**config.mk**
```make
export PLATFORM = sky130hd
export DESIGN_NAME = axis_amp_scaler
export DESIGN_NICKNAME = d
export VERILOG_FILES = /design/src/rtl/axis_dds_pkg.sv /design/src/rtl/axis_amp_scaler_round_sat.sv /design/src/rtl/axis_amp_scaler.sv
export SDC_FILE = /design/constraint.sdc
export NUM_CORES = 1
export LEC_CHECK = 0
export CAP_MARGIN = 10
export CORE_AREA = 8 8 184 317
export DETAILED_ROUTE_END_ITERATION = 8
export DIE_AREA = 0 0 192 325
export GPL_ROUTABILITY_DRIVEN = 0
export PLACE_DENSITY = 0.6
export SLEW_MARGIN = 5
export SYNTH_ARGS = -nofsm -noshare
export SYNTH_HDL_FRONTEND = slang
export SYNTH_SLANG_ARGS = --single-unit
export TNS_END_PERCENT = 10
```
**constraint.sdc**
```tcl
create_clock -name aclk -period 5.8 [get_ports aclk]
set_input_delay 0.87 -clock aclk [delete_from_list [all_inputs] [get_ports aclk]]
set_output_delay 0.87 -clock aclk [all_outputs]
set_load 0.05 [all_outputs]
```
**src/rtl/axis_dds_pkg.sv**
```systemverilog
// Shared widths for the DDS sample path (DDS -> scaler -> FIFO / DAC formatter).
package axis_dds_pkg;
   localparam int SAMPLE_W   = 20;
   localparam int SCALE_W    = 16;
   localparam int SCALE_FRAC = 15;
   localparam int OUT_W      = 32;
   localparam int UNITY_GAIN = 1 << SCALE_FRAC;
endpackage

```
**src/rtl/axis_amp_scaler_round_sat.sv**
```systemverilog
// Combinational round-half-up, clamp to OUT_SAMPLE_W and sign-extend to OUT_W.
// The fixed-point product feeds in here; this block is shared with the DAC formatter.
module round_sat #(
   parameter int P_W          = 37,
   parameter int SCALE_FRAC   = 15,
   parameter int OUT_SAMPLE_W = 20,
   parameter int OUT_W        = 32
) (
   input  logic signed [P_W-1:0] p,
   output logic [OUT_W-1:0]      res,
   output logic                  sat
);
   // One guard bit so adding the rounding constant cannot wrap.
   localparam int RW = P_W + 1;
   localparam logic signed [RW-1:0] MAX_V = {{(RW-OUT_SAMPLE_W+1){1'b0}}, {(OUT_SAMPLE_W-1){1'b1}}};
   localparam logic signed [RW-1:0] MIN_V = {{(RW-OUT_SAMPLE_W+1){1'b1}}, {(OUT_SAMPLE_W-1){1'b0}}};

   logic signed [RW-1:0]           p_ext;
   logic signed [RW-1:0]           r;
   logic signed [OUT_SAMPLE_W-1:0] clamped;

   assign p_ext = RW'(p);

   generate
      if (SCALE_FRAC > 0) begin : g_round
         localparam logic signed [RW-1:0] HALF = {{(RW-1){1'b0}}, 1'b1} << (SCALE_FRAC - 1);
         assign r = (p_ext + HALF) >>> SCALE_FRAC;
      end else begin : g_no_round
         assign r = p_ext;
      end
   endgenerate

   always_comb begin
      sat     = 1'b0;
      clamped = r[OUT_SAMPLE_W-1:0];
      if (r > MAX_V) begin
         clamped = MAX_V[OUT_SAMPLE_W-1:0];
         sat     = 1'b1;
      end else if (r < MIN_V) begin
         clamped = MIN_V[OUT_SAMPLE_W-1:0];
         sat     = 1'b1;
      end
   end

   assign res = OUT_W'(clamped);
endmodule

```
**src/rtl/axis_amp_scaler.sv**
```systemverilog
// DDS sample gain stage: capture -> multiply -> round/saturate, 3-stage AXI-Stream
// pipeline with full backpressure, bypass packing and a sticky saturation counter.
module axis_amp_scaler #(
   parameter int IN_W         = 24,
   parameter int SAMPLE_W     = axis_dds_pkg::SAMPLE_W,
   parameter int SCALE_W      = axis_dds_pkg::SCALE_W,
   parameter int SCALE_FRAC   = axis_dds_pkg::SCALE_FRAC,
   parameter int OUT_SAMPLE_W = 20,
   parameter int OUT_W        = axis_dds_pkg::OUT_W,
   parameter int CNT_W        = 16
) (
   input  logic               aclk,
   input  logic               areset,
   input  logic [SCALE_W-1:0] amp_scale,
   input  logic               bypass,
   input  logic               sat_clr,
   input  logic [IN_W-1:0]    s_axis_tdata,
   input  logic               s_axis_tvalid,
   output logic               s_axis_tready,
   output logic [OUT_W-1:0]   m_axis_tdata,
   output logic               m_axis_tvalid,
   input  logic               m_axis_tready,
   output logic [CNT_W-1:0]   sat_count
);
   localparam int P_W = SAMPLE_W + SCALE_W + 1;

   logic [3:1]                vld_pipe_q, vld_pipe_d;
   logic                      adv1, adv2, adv3;
   logic signed [SAMPLE_W-1:0] s1_sample_q, s1_sample_d;
   logic [SCALE_W-1:0]        s1_scale_q, s1_scale_d;
   logic                      s1_byp_q, s1_byp_d;
   logic signed [P_W-1:0]     s2_prod_q, s2_prod_d;
   logic signed [SAMPLE_W-1:0] s2_sample_q, s2_sample_d;
   logic                      s2_byp_q, s2_byp_d;
   logic [OUT_W-1:0]          s3_data_q, s3_data_d;
   logic [CNT_W-1:0]          sat_cnt_q, sat_cnt_d;
   logic signed [P_W-1:0]     smp_ext, scl_ext;
   logic [OUT_W-1:0]          rs_res;
   logic                      rs_sat;

   generate
      if (IN_W > SAMPLE_W) begin : g_hi_bits
         logic unused_hi;
         assign unused_hi = ^s_axis_tdata[IN_W-1:SAMPLE_W];
      end
   endgenerate

   round_sat #(
      .P_W          (P_W),
      .SCALE_FRAC   (SCALE_FRAC),
      .OUT_SAMPLE_W (OUT_SAMPLE_W),
      .OUT_W        (OUT_W)
   ) u_round_sat (
      .p   (s2_prod_q),
      .res (rs_res),
      .sat (rs_sat)
   );

   always_comb begin
      adv3 = ~vld_pipe_q[3] | m_axis_tready;
      adv2 = ~vld_pipe_q[2] | adv3;
      adv1 = ~vld_pipe_q[1] | adv2;

      vld_pipe_d[1] = adv1 ? s_axis_tvalid : vld_pipe_q[1];
      vld_pipe_d[2] = adv2 ? vld_pipe_q[1] : vld_pipe_q[2];
      vld_pipe_d[3] = adv3 ? vld_pipe_q[2] : vld_pipe_q[3];

      s1_sample_d = s1_sample_q;
      s1_scale_d  = s1_scale_q;
      s1_byp_d    = s1_byp_q;
      if (adv1 && s_axis_tvalid) begin
         s1_sample_d = s_axis_tdata[SAMPLE_W-1:0];
         s1_scale_d  = amp_scale;
         s1_byp_d    = bypass;
      end

      // Gain is unsigned: zero-extend it so the signed multiply sees a positive value.
      smp_ext     = P_W'(s1_sample_q);
      scl_ext     = signed'(P_W'(s1_scale_q));
      s2_prod_d   = s2_prod_q;
      s2_sample_d = s2_sample_q;
      s2_byp_d    = s2_byp_q;
      if (adv2 && vld_pipe_q[1]) begin
         s2_prod_d   = smp_ext * scl_ext;
         s2_sample_d = s1_sample_q;
         s2_byp_d    = s1_byp_q;
      end

      s3_data_d = s3_data_q;
      sat_cnt_d = sat_cnt_q;
      if (adv3 && vld_pipe_q[2]) begin
         s3_data_d = s2_byp_q ? OUT_W'(s2_sample_q) : rs_res;
         if (!s2_byp_q && rs_sat && !(&sat_cnt_q))
            sat_cnt_d = sat_cnt_q + 1'b1;
      end
      if (sat_clr)
         sat_cnt_d = '0;
   end

   always_ff @(posedge aclk or posedge areset) begin
      if (areset) begin
         vld_pipe_q  <= '0;
         s1_sample_q <= '0;
         s1_scale_q  <= '0;
         s1_byp_q    <= 1'b0;
         s2_prod_q   <= '0;
         s2_sample_q <= '0;
         s2_byp_q    <= 1'b0;
         s3_data_q   <= '0;
         sat_cnt_q   <= '0;
      end else begin
         vld_pipe_q  <= vld_pipe_d;
         s1_sample_q <= s1_sample_d;
         s1_scale_q  <= s1_scale_d;
         s1_byp_q    <= s1_byp_d;
         s2_prod_q   <= s2_prod_d;
         s2_sample_q <= s2_sample_d;
         s2_byp_q    <= s2_byp_d;
         s3_data_q   <= s3_data_d;
         sat_cnt_q   <= sat_cnt_d;
      end
   end

   assign s_axis_tready = adv1;
   assign m_axis_tvalid = vld_pipe_q[3];
   assign m_axis_tdata  = s3_data_q;
   assign sat_count     = sat_cnt_q;
endmodule

```
* Word level (Yosys, flattened, before mapping)
Cells that the tools add are included.
** Storage, ports and cells
- Bits in registers :: 146
- Bits of input ports :: 46
- Word-level logic and storage cells :: 41
** Cells by class
- Add/sub/neg operators :: 2
- $mul :: 1
- Magnitude comparators :: 2
- Multiplexer cells :: 8
- Bitwise operators :: 6
- Reduce and logical (&&, ||, !) cells :: 11
** Operators by type and width (number)
- $mux 16 :: 3
- $mux 20 :: 2
- $add 37x16->38 const B :: 1
- $mul 20x17->37 :: 1
- $mux 32 :: 1
- $gt 23x20->1 const B :: 1
- $lt 23x20->1 const B :: 1
- $add 16x1->16 const B :: 1
- $reduce_and 16->1 :: 1
- $logic_and 1x1->1 :: 5
- $reduce_bool 2->1 :: 2
- $not 1->1 :: 3
- $or 1x1->1 :: 3
- $logic_not 1->1 :: 2
- $mux 1 :: 2
- $reduce_and 2->1 :: 1

* Longest topological paths before layout
Gate-level depths: netlist (run 1).
- Depth after elaboration :: 9
- Gate-level depth with buffers :: 23
- Depth with buffers taken out :: 22

* Modules after synthesis
Synthesis (run 1) repeated with hierarchy kept, for this count alone.
** Second synthesis, totals
- Cell total of the unflattened synthesis :: 2062
- Area total of the unflattened synthesis :: 18839.3 um^2
** Modules (own cells, without submodules)
- axis_amp_scaler :: instances 1, cells each 1929, area an instance 17890.9 um^2
- round_sat :: instances 1, cells each 133, area an instance 948.4 um^2

* Worst setup path before layout (run 1)
OpenSTA, ideal clock, no wires.
- Path type :: reg2reg
- Start point :: register s1_sample_q[19]
- End point :: register s2_prod_q[34]
- Setup time :: 0.087 ns
- Data arrival time :: 6.070 ns
- Slack :: -0.356 ns
- Cell stages (with the launch flop) :: 22
- Path buffers :: 3
- Period minus slack after synthesis :: 6.156 ns
- Cells stage by stage :: dfrtp_1 clkbuf_1 clkbuf_1 nand2_1 fa_1 fa_1 inv_1 fa_1 fa_1 fa_1 inv_1 fa_1 inv_1 ha_1 buf_2 nand2_1 o21ai_2 o311ai_1 a2111oi_2 nor3_1 or4_1 o211ai_1
** On the way
- Word-level cells in the longest chain between the ends :: 1
** Ends and longest elaborated chain
- from (decl) :: line axis_amp_scaler.sv:29 : logic signed [SAMPLE_W-1:0] s1_sample_q, s1_sample_d;
- from (signal assigned) :: line axis_amp_scaler.sv:113 : s1_sample_q <= s1_sample_d;
- $mul 20x17->37 :: line axis_amp_scaler.sv:84 : s2_prod_d = smp_ext * scl_ext;
- to (signal assigned) :: line axis_amp_scaler.sv:116 : s2_prod_q <= s2_prod_d;
- to (decl) :: line axis_amp_scaler.sv:32 : logic signed [P_W-1:0] s2_prod_q, s2_prod_d;
Every way passes these cells.
A chain may end at the register's enable or synchronous reset.

* Final worst setup path (run 1)
- Start point :: register s1_scale_q[7]
- End point :: register s2_prod_q[32]
** On the way
- Word-level cells in the longest chain between the ends :: 1
** Ends and longest elaborated chain
- from (decl) :: line axis_amp_scaler.sv:30 : logic [SCALE_W-1:0] s1_scale_q, s1_scale_d;
- from (signal assigned) :: line axis_amp_scaler.sv:114 : s1_scale_q <= s1_scale_d;
- $mul 20x17->37 :: line axis_amp_scaler.sv:84
Every way passes these cells.

==> results of run 1 <==
## per-stage QoR
stage,hold slack (ns),setup WS [ns]
3_3_place_gp,0.4498,-0.5273
4_1_cts,0.4686,-0.3386
3_5_place_dp,0.4517,-0.5333
5_1_grt,0.4953,-0.4982
6_report,0.4643,-0.2629
2_1_floorplan,0.4331,-0.02383
## synthesized netlist by cell type (all sizes together) (4+ instances only)
master and n:
a21o 16, a211oi 5, and2b 4, o31ai 6, xnor2 30, or4 4
nor4 7, and4 7, nand2 321, o311ai 5, and3 19, o21a 6
o21ai 41, nor2 39, a21oi 55, mux2 41, xor2 8, and2 126
buf 19, nand3 35, o211ai 12, nand4 8, ha 93, nand3b 17
nand2b 7, clkbuf 87, nor3 11, fa 319, dfrtp 120, nor2b 4
inv 393, mux2i 5
## worst paths after layout
kind                                    endpoint  slack, ns
worst max-delay path               s2_prod_q[32]      -0.26
worst min-delay path                    s2_byp_q       0.46
max in group asynchronous       m_axis_tdata[30]       3.94
worst min register to register          s2_byp_q       0.46
min in group asynchronous          s1_scale_q[1]       0.81
worst max register to register     s2_prod_q[32]      -0.26
## flip-flops by register name (all words and copies together), names as in the netlist, 3 cells and up
name          count
s2_prod_q        23
m_axis_tdata     20
s1_sample_q      20
s2_sample_q      20
s1_scale_q       16
sat_count        16
vld_pipe_q        3
## placed cells by master (no fill, tap or decap), drive strengths merged, types with 3 or more instances in the layout
master / instances
and2b: 4
and2: 126
xor2: 8
xnor2: 30
mux2: 41
nand3: 35
nor3: 11
nand2: 321
a211oi: 5
dfrtp: 120
o21ai: 41
nor2b: 4
ha: 93
inv: 399
or4: 4
nand2b: 7
and3: 19
and4: 7
o21a: 6
mux2i: 5
o311ai: 5
nor2: 39
a221o: 3
clkbuf: 18
a21oi: 55
o31ai: 6
clkinvlp: 4
o211ai: 12
or3: 3
clkinv: 3
fa: 319
nand3b: 17
buf: 209
clkdlybuf4s50: 91
nand4: 8
a21o: 16
nor4: 7
a2111oi: 3
## kinds of logic after synthesis
group / after synthesis / share of synthesized area, %
adders and majority gates: 412 / 42.97
AOI/OAI and AO/OA: 176 / 6.751
buffers and inverters: 500 / 11.17
muxes: 46 / 2.913
and+or+nand+nor: 615 / 17.08
DFF: 120 / 17.09
xor gates and xnor gates: 39 / 2.022
## final cells by class
cell class	count	share of cell area [%]
multi-input cells	1288	60.25
flip-flops and latches	120	13.99
repair buffers	300	12.28
inverters	393	6.824
well taps	690	3.980
clock buffers	18	2.025
clock inverters	14	0.6461
## what timing repair did
| item | in CTS | in global routing |
|---|---|---|
| pin swaps | 59 | 37 |
| resized for setup | 104 | 33 |
| cloned | 1 | 0 |
| buffers inserted | 23 | 5 |
| setup endpoints to repair | 20 | 20 |
## worst max-delay path: stages (launching register included)
cell       delay, ns
dfrtp_2         0.46
buf_12          0.16
and2_4          0.15
fa_1            0.52
inv_1           0.05
fa_1            0.47
fa_1            0.51
inv_1           0.05
fa_1            0.49
fa_1            0.50
inv_1           0.05
fa_1            0.49
inv_2           0.05
ha_4            0.21
buf_4           0.14
a211o_4         0.36
a2111oi_4       0.41
a2111oi_4       0.18
or4_1           0.53
nand3_1         0.09
o21ai_1         0.06
## layer usage
metal / up-vias / part of all wire, % / track usage, %
met5: - / 0 / 0
met4: 0 / 6.5 / 10.38
met3: 152 / 2.4 / 1.899
met2: 287 / 57 / 32.98
met1: 6952 / 34 / 15.93
li1: 6247 / - / -
==> flow_summary.yaml, run 1 <==
min_path:
  min_path_cells: 2
  hp-class: "flop to flop"
  min_from: "s1_byp_q"
run_status:
  status: "finished with violations"
  violations: "setup timing"
synth:
  synthCells: 1908
  synthFlopType: "dfrtp_1"
  syn_nets: 2366
  yosys-top-cells-area: "fa_1, dfrtp_1, inv_1"
  synth-edff-count: 0
  async_flop_share_pct: 100.0
  yosys.area.top_type: "fa_1"
  synthesis.area_mm2: 0.01757
  synth-seq-cells: 120
  synth_top_area_share_pct: 36.35
  ys_warn_count: 0
  yosysUniqueCellTypes: 78
  yosysSeqAreaShare_pct: 17.09
  synth.avg_cell_area_um2: 9.208
worst_setup_path:
  r2r_start: "s1_scale_q[7]"
  required_ns: 6.12
  worstSetupStartpointType: "flop"
  crit_type: "flop to flop"
  end_kind: "flop"
  reg2reg_depth: 20
  cp.arrival_ns: 6.38
  startpoint: "s1_scale_q[7]"
  crit_fanout: 8
route:
  wl_per_cell_um: 17.71
  route.detailed.drc: 0
  avgViaCountPerCell: 4.831
  vias: 13640
  drt_first_iter_violations: 485
  drtAntennaViolNets: 0
  first_pass_iters: 5
  routed_wl_um: 50000
floorplan:
  die_w_um: 192
  start_util_pct: 32.53
  die_area_mm2: 0.06240
  rows: 113
  pin_count: 96
  coreArea_mm2: 0.05401
  die_h_um: 325
final_layout:
  num_antenna_cells: 0
  nFillCells: 5346
  multi_input_area_mm2: 0.01307
  finish.instance_area_mm2: 0.02169
  final_nets: 2578
  syn2layout_area_growth_pct: 23.45
  seqCellArea_mm2: 0.003034
  drive_gt1_share_pct: 19.13
  layout.cells.non_filler: 2823
  post-route-util_pct: 40.16
global_routing:
  antenna_found_initial: 0
  grt_max_degree: 54
  grt_pass1_vias: 15670
  grt_pass1_wl_um: 81920
  overflow: 0
  grt.total_usage_pct: 16.78
sta:
  slew_headroom_pct: 29.32
  min_period_ns: 6.063
  post-route-period-util_pct: 104.5
  rsz0062_at_grt: "yes"
  worst_pin_slew_ns: 1.060
  setup_slack_ns: -0.2629
  fmaxAchievable_ghz: 0.1649
  maxSlewViolCount: 0
  setup_violations: 12
  hold_viol: 0
  fin_setup_tns_ns: -1.490
  skew_ns: 0.02914
place:
  dp_hpwl_um: 41530
  dp.cells: 2763
  port_buffers: 91
  dpl_cell_area_mm2: 0.02038
clock_network:
  worstSkewPairLatency_ns: 0.47
  htreeDepth: 4
  cts_tree: "built"
  cts_inserted_buffers: 17
  clk_pin_slew_worst_paths_ns: 0.06
  clockBufferDepth: 2
  cts_sinks: 120
  holdBufCountCts: 0
  cts-root-buf: "clkbuf_16"
run:
  cap_violations: 0
Power of run 1 is left out: the tool's default activity adds up to more than one toggle a clock period on the data nets, which glitch-free logic cannot reach.
==> run 2, diff against run 1 <==
==> constraint.sdc (replaced) <==
create_clock -name aclk -period 5.8 [get_ports aclk]
set_input_delay 1.16 -clock aclk [delete_from_list [all_inputs] [get_ports aclk]]
set_output_delay 1.16 -clock aclk [all_outputs]
set_load 0.05 [all_outputs]
==> flow_summary.yaml, run 2 (synthesis results as in run 1) <==
run_status:
  status: "finished with violations"
  violations: "setup timing"
route:
  routed_wl_um: 50200
  first_pass_iters: 4
  avgViaCountPerCell: 4.813
  drt_first_iter_violations: 527
  route.detailed.drc: 0
  vias: 13610
  drtAntennaViolNets: 0
  wl_per_cell_um: 17.75
sta:
  post-route-period-util_pct: 105.7
  fmaxAchievable_ghz: 0.1632
  skew_ns: 0.01804
  rsz0062_at_grt: "yes"
  min_period_ns: 6.128
  slew_headroom_pct: 27.48
  maxSlewViolCount: 0
  fin_setup_tns_ns: -3.212
  setup_violations: 19
  worst_pin_slew_ns: 1.088
  hold_slack_ns: 0.4672
  hold_viol: 0
  setup_slack_ns: -0.3279
final_layout:
  drive_gt1_share_pct: 18.66
  layout.cells.non_filler: 2828
  final_cell_mix: "inv_1, nand2_1, fa_1, buf_4, and2_1"
  final_common_cell: "inv_1"
  nFillCells: 5373
  syn2layout_area_growth_pct: 23.67
  final_nets: 2583
  largest_reg_flops: 23
  num_antenna_cells: 0
  top_register: "s2_prod_q"
global_routing:
  grt_pass1_vias: 15690
  grt.total_usage_pct: 16.85
  antenna_found_initial: 0
  grt_pass1_wl_um: 82360
  grt_max_degree: 121
  overflow: 0
worst_setup_path:
  slowest_delay_ns: 0.61
  cp_slowest_cell: "a2111oi_4"
  cp.arrival_ns: 6.48
  reg2reg_depth: 19
  crit_fanout: 6
  required_ns: 6.16
  crit-reg2reg-capture: "s2_prod_q[34]"
  crit_type: "flop to flop"
  regToRegSetupSlack_ns: -0.33
  worstSetupStartpointType: "flop"
  cp.buffers_inverters: 4
  critical_path.cell_chain: "buf_4 -> buf_4 -> and2_1 -> fa_1 -> inv_1 -> fa_1 -> fa_1 -> inv_1 -> fa_1 -> fa_1 -> fa_1 -> ha_4 -> nand3_2 -> a211oi_2 -> o21ai_2 -> a2111oi_4 -> nor3_2 -> or4_1 -> o211ai_1"
  cp_top_family: "adder cells"
  path_common_cell: "fa_1"
  r2r_start: "s1_sample_q[7]"
  end_kind: "flop"
floorplan:
  pin_count: 96
  die_area_mm2: 0.06240
  start_util_pct: 32.53
  die_w_um: 192
  die_h_um: 325
  coreArea_mm2: 0.05401
  rows: 113
clock_network:
  htreeDepth: 4
  cts_sinks: 120
  cts_inserted_buffers: 17
  cts-root-buf: "clkbuf_16"
  cts_tree: "built"
  clockBufferDepth: 2
  holdBufCountCts: 0
  worstSkewPairLatency_ns: 0.45
  clk_pin_slew_worst_paths_ns: 0.07
run:
  cap_violations: 0
min_path:
  hp-class: "flop to flop"
  holdPathEnd: "s2_sample_q[6]"
  min_from: "s2_sample_q[6]"
  min_path_cells: 2
place:
  port_buffers: 91
  dp.cells: 2767
  dp_hpwl_um: 41760
-- run 2: cell count changes in the layout (fill, tap and decap cells not counted), sizes merged --
cell | previous run | this run
clkinvlp | 4 | 3
buf | 209 | 214
inv | 399 | 400
-- run 2: repair_timing --
action / in CTS / in global routing
resized for setup: 80 / 42
setup buffers: 21 / 8
pin swaps: 24 / 39
setup endpoints to repair: 20 / 20
-- run 2: final cells by class --
class	count	area (µm²)	share of cell area, %
Sequential cell	120	3027	13.93
Clock inverter	14	135.1	0.6219
Multi-Input combinational cell	1288	13060	60.10
Timing Repair Buffer	305	2728	12.55
Inverter	393	1478	6.801
Tap cell	690	863.3	3.973
Clock buffer	18	439.2	2.021
-- run 2: worst max path at each step --
stage	slack (ns)	start	endpoint	depth (start not counted)
floorplan	-0.02	s1_sample_q[9]	s2_prod_q[34]	20
global placement	-0.55	s1_scale_q[6]	s2_prod_q[31]	21
detailed placement	-0.67	s1_sample_q[7]	s2_prod_q[36]	19
CTS	-0.30	s1_scale_q[6]	s2_prod_q[34]	20
global route	-0.53	s1_scale_q[6]	s2_prod_q[34]	22
finish	-0.33	s1_sample_q[7]	s2_prod_q[34]	19
-- run 2: routing by layer --
metal,global-route usage [%],share of wire [%],vias to the layer above
li1,-,-,6244
met1,16.22,34,6925
met2,33.01,57,303
met3,1.663,2.3,138
met4,10.51,6.5,0
met5,0,0,-
-- run 2: metrics by stage --
stage / instance area [µm²] / setup WS (ns) / utilization [%]
after CTS: 21480 / -0.3001 / 39.77
after global placement: 20430 / -0.5489 / 37.83
final: 21730 / -0.3279 / 40.23
after global routing: 21730 / -0.5294 / 40.23
after floorplan: 17710 / -0.02383 / -
after detailed placement: 20430 / -0.6670 / 37.83
-- run 2: tightest hold or removal path, stage by stage (launching register included) --
cell and delay (ns):
dfrtp_1 0.34, nand2_1 0.05, nand2_1 0.05
Power of run 2 is left out for the same reason.
==> run 3, diff against run 2 <==
--- a/config.mk
+++ b/config.mk
@@ -6,13 +6,14 @@
 export NUM_CORES = 1
 export LEC_CHECK = 0
 export CAP_MARGIN = 10
-export CORE_AREA = 8 8 184 317
+export CORE_AREA = 8 8 156 268
 export DETAILED_ROUTE_END_ITERATION = 8
-export DIE_AREA = 0 0 192 325
+export DIE_AREA = 0 0 164 276
 export GPL_ROUTABILITY_DRIVEN = 0
-export PLACE_DENSITY = 0.6
+export PLACE_DENSITY = 0.8
 export SLEW_MARGIN = 5
 export SYNTH_ARGS = -nofsm -noshare
 export SYNTH_HDL_FRONTEND = slang
+export SYNTH_HIERARCHICAL = 1
 export SYNTH_SLANG_ARGS = --single-unit
 export TNS_END_PERCENT = 10
==> flow_summary.yaml, run 3 <==
floorplan:
  start_util_pct: 47.85
  die_area_mm2: 0.04526
  die_h_um: 276
  die_w_um: 164
  pin_count: 96
  coreArea_mm2: 0.03816
  rows: 95
place:
  dp_hpwl_um: 39450
  port_buffers: 91
synth:
  synthesis.area_mm2: 0.01826
  synth.avg_cell_area_um2: 9.119
  ys_warn_count: 6
  synthCells: 2002
  syn_nets: 2464
worst_setup_path:
  worstSetupStartpointType: "flop"
  end_kind: "flop"
  crit_fanout: 6
  required_ns: 6.09
  cp.arrival_ns: 6.41
  crit_type: "flop to flop"
route:
  avgViaCountPerCell: 5.460
  first_pass_iters: 5
  drt_first_iter_violations: 869
  vias: 14750
  route.detailed.drc: 0
  drtAntennaViolNets: 0
  routed_wl_um: 52340
  wl_per_cell_um: 19.37
clock_network:
  cts-root-buf: "clkbuf_16"
  clk_pin_slew_worst_paths_ns: 0.07
  cts_sinks: 132
  htreeDepth: 4
  holdBufCountCts: 0
  cts_tree: "built"
  clockBufferDepth: 2
  worstSkewPairLatency_ns: 0.44
  cts_inserted_buffers: 17
final_layout:
  post-route-util_pct: 57.93
  syn2layout_area_growth_pct: 21.08
  nFillCells: 2891
  largest_reg_flops: 32
  drive_gt1_share_pct: 17.37
  final_cell_mix: "inv_1, nand2_1, fa_1, buf_4, and2_1"
  num_antenna_cells: 0
  final_nets: 2666
  final_common_cell: "inv_1"
global_routing:
  overflow: 0
  grt_max_degree: 98
  antenna_found_initial: 0
  grt_pass1_vias: 16700
  grt.total_usage_pct: 23.37
  grt_pass1_wl_um: 82830
sta:
  slew_headroom_pct: 25.53
  rsz0062_at_grt: "yes"
  min_period_ns: 6.120
  setup_violations: 17
  skew_ns: 0.02040
  worst_pin_slew_ns: 1.117
  post-route-period-util_pct: 105.5
  hold_viol: 0
  maxSlewViolCount: 0
  fmaxAchievable_ghz: 0.1634
  setup_slack_ns: -0.3204
run_status:
  status: "finished with violations"
  violations: "setup timing"
min_path:
  hp-class: "flop to flop"
run:
  cap_violations: 0
==> run 3: per-layer routing <==
metal	part of all wire [%]	vias up	global-route usage (%)
li1	-	6427	-
met1	31	7392	21.79
met5	0	-	0
met4	11	0	21.27
met3	4.6	318	2.798
met2	54	616	42.96
==> run 3: per-stage QoR <==
stage	instances	instance area (µm²)	hold slack [ns]	TNS, ns	worst slack, ns
after floorplan	2002	18400	0.4374	0	0.003539
after global placement	2645	20940	0.4527	-3.509	-0.3689
after detailed placement	2645	20940	0.4691	-4.609	-0.4423
after CTS	2688	21810	0.4846	-2.061	-0.3077
after global routing	2702	22110	0.5119	-7.678	-0.5616
final	2702	22110	0.4801	-3.272	-0.3204
==> run 3: area by class of cell <==
type                    instances  area [µm²]  area share (%)
multi-input cells            1338       13280           60.08
flip-flops and latches        132        3323           15.03
repair buffers                294        2714           12.28
inverters                     421        1585           7.172
well taps                     485       606.8           2.745
clock buffers                  18       429.2           1.941
clock inverters                14       166.4          0.7528
==> run 3: critical path, stage by stage, from the launching register on <==
cell      delay, ns
dfrtp_1        0.57
buf_4          0.22
nand2_1        0.08
fa_1           0.49
fa_1           0.50
inv_1          0.06
fa_1           0.50
inv_1          0.07
fa_1           0.48
fa_1           0.52
fa_1           0.55
inv_1          0.05
ha_1           0.32
buf_4          0.17
nand2_1        0.14
a31oi_2        0.14
a211oi_4       0.22
o31ai_4        0.14
buf_4          0.16
a21o_1         0.16
a21oi_2        0.14
xor2_1         0.18
o21ai_1        0.08
==> run 3: repair_timing <==
item,in CTS,in global routing
setup buffers,11,13
resized for setup,39,35
pin swaps,28,27
setup endpoints to repair,18,23
gates cloned,0,1
==> run 3: path summary, 6_finish.rpt <==
| check | startpoint | end | slack, ns | depth (start not counted) |
|---|---|---|---|---|
| max in group asynchronous | areset | sat_count[11] | 3.44 | 3 |
| worst min register to register | s2_sample_q[0] | s2_sample_q[0] | 0.48 | 2 |
| min in group asynchronous | areset | s1_sample_q[0] | 1.22 | 2 |
| worst min-delay path | s2_sample_q[0] | s2_sample_q[0] | 0.48 | 2 |
| worst max register to register | s1_sample_q[18] | s2_prod_q[30] | -0.32 | 22 |
| worst max-delay path | s1_sample_q[18] | s2_prod_q[30] | -0.32 | 22 |
Power of run 3 is left out for the same reason.
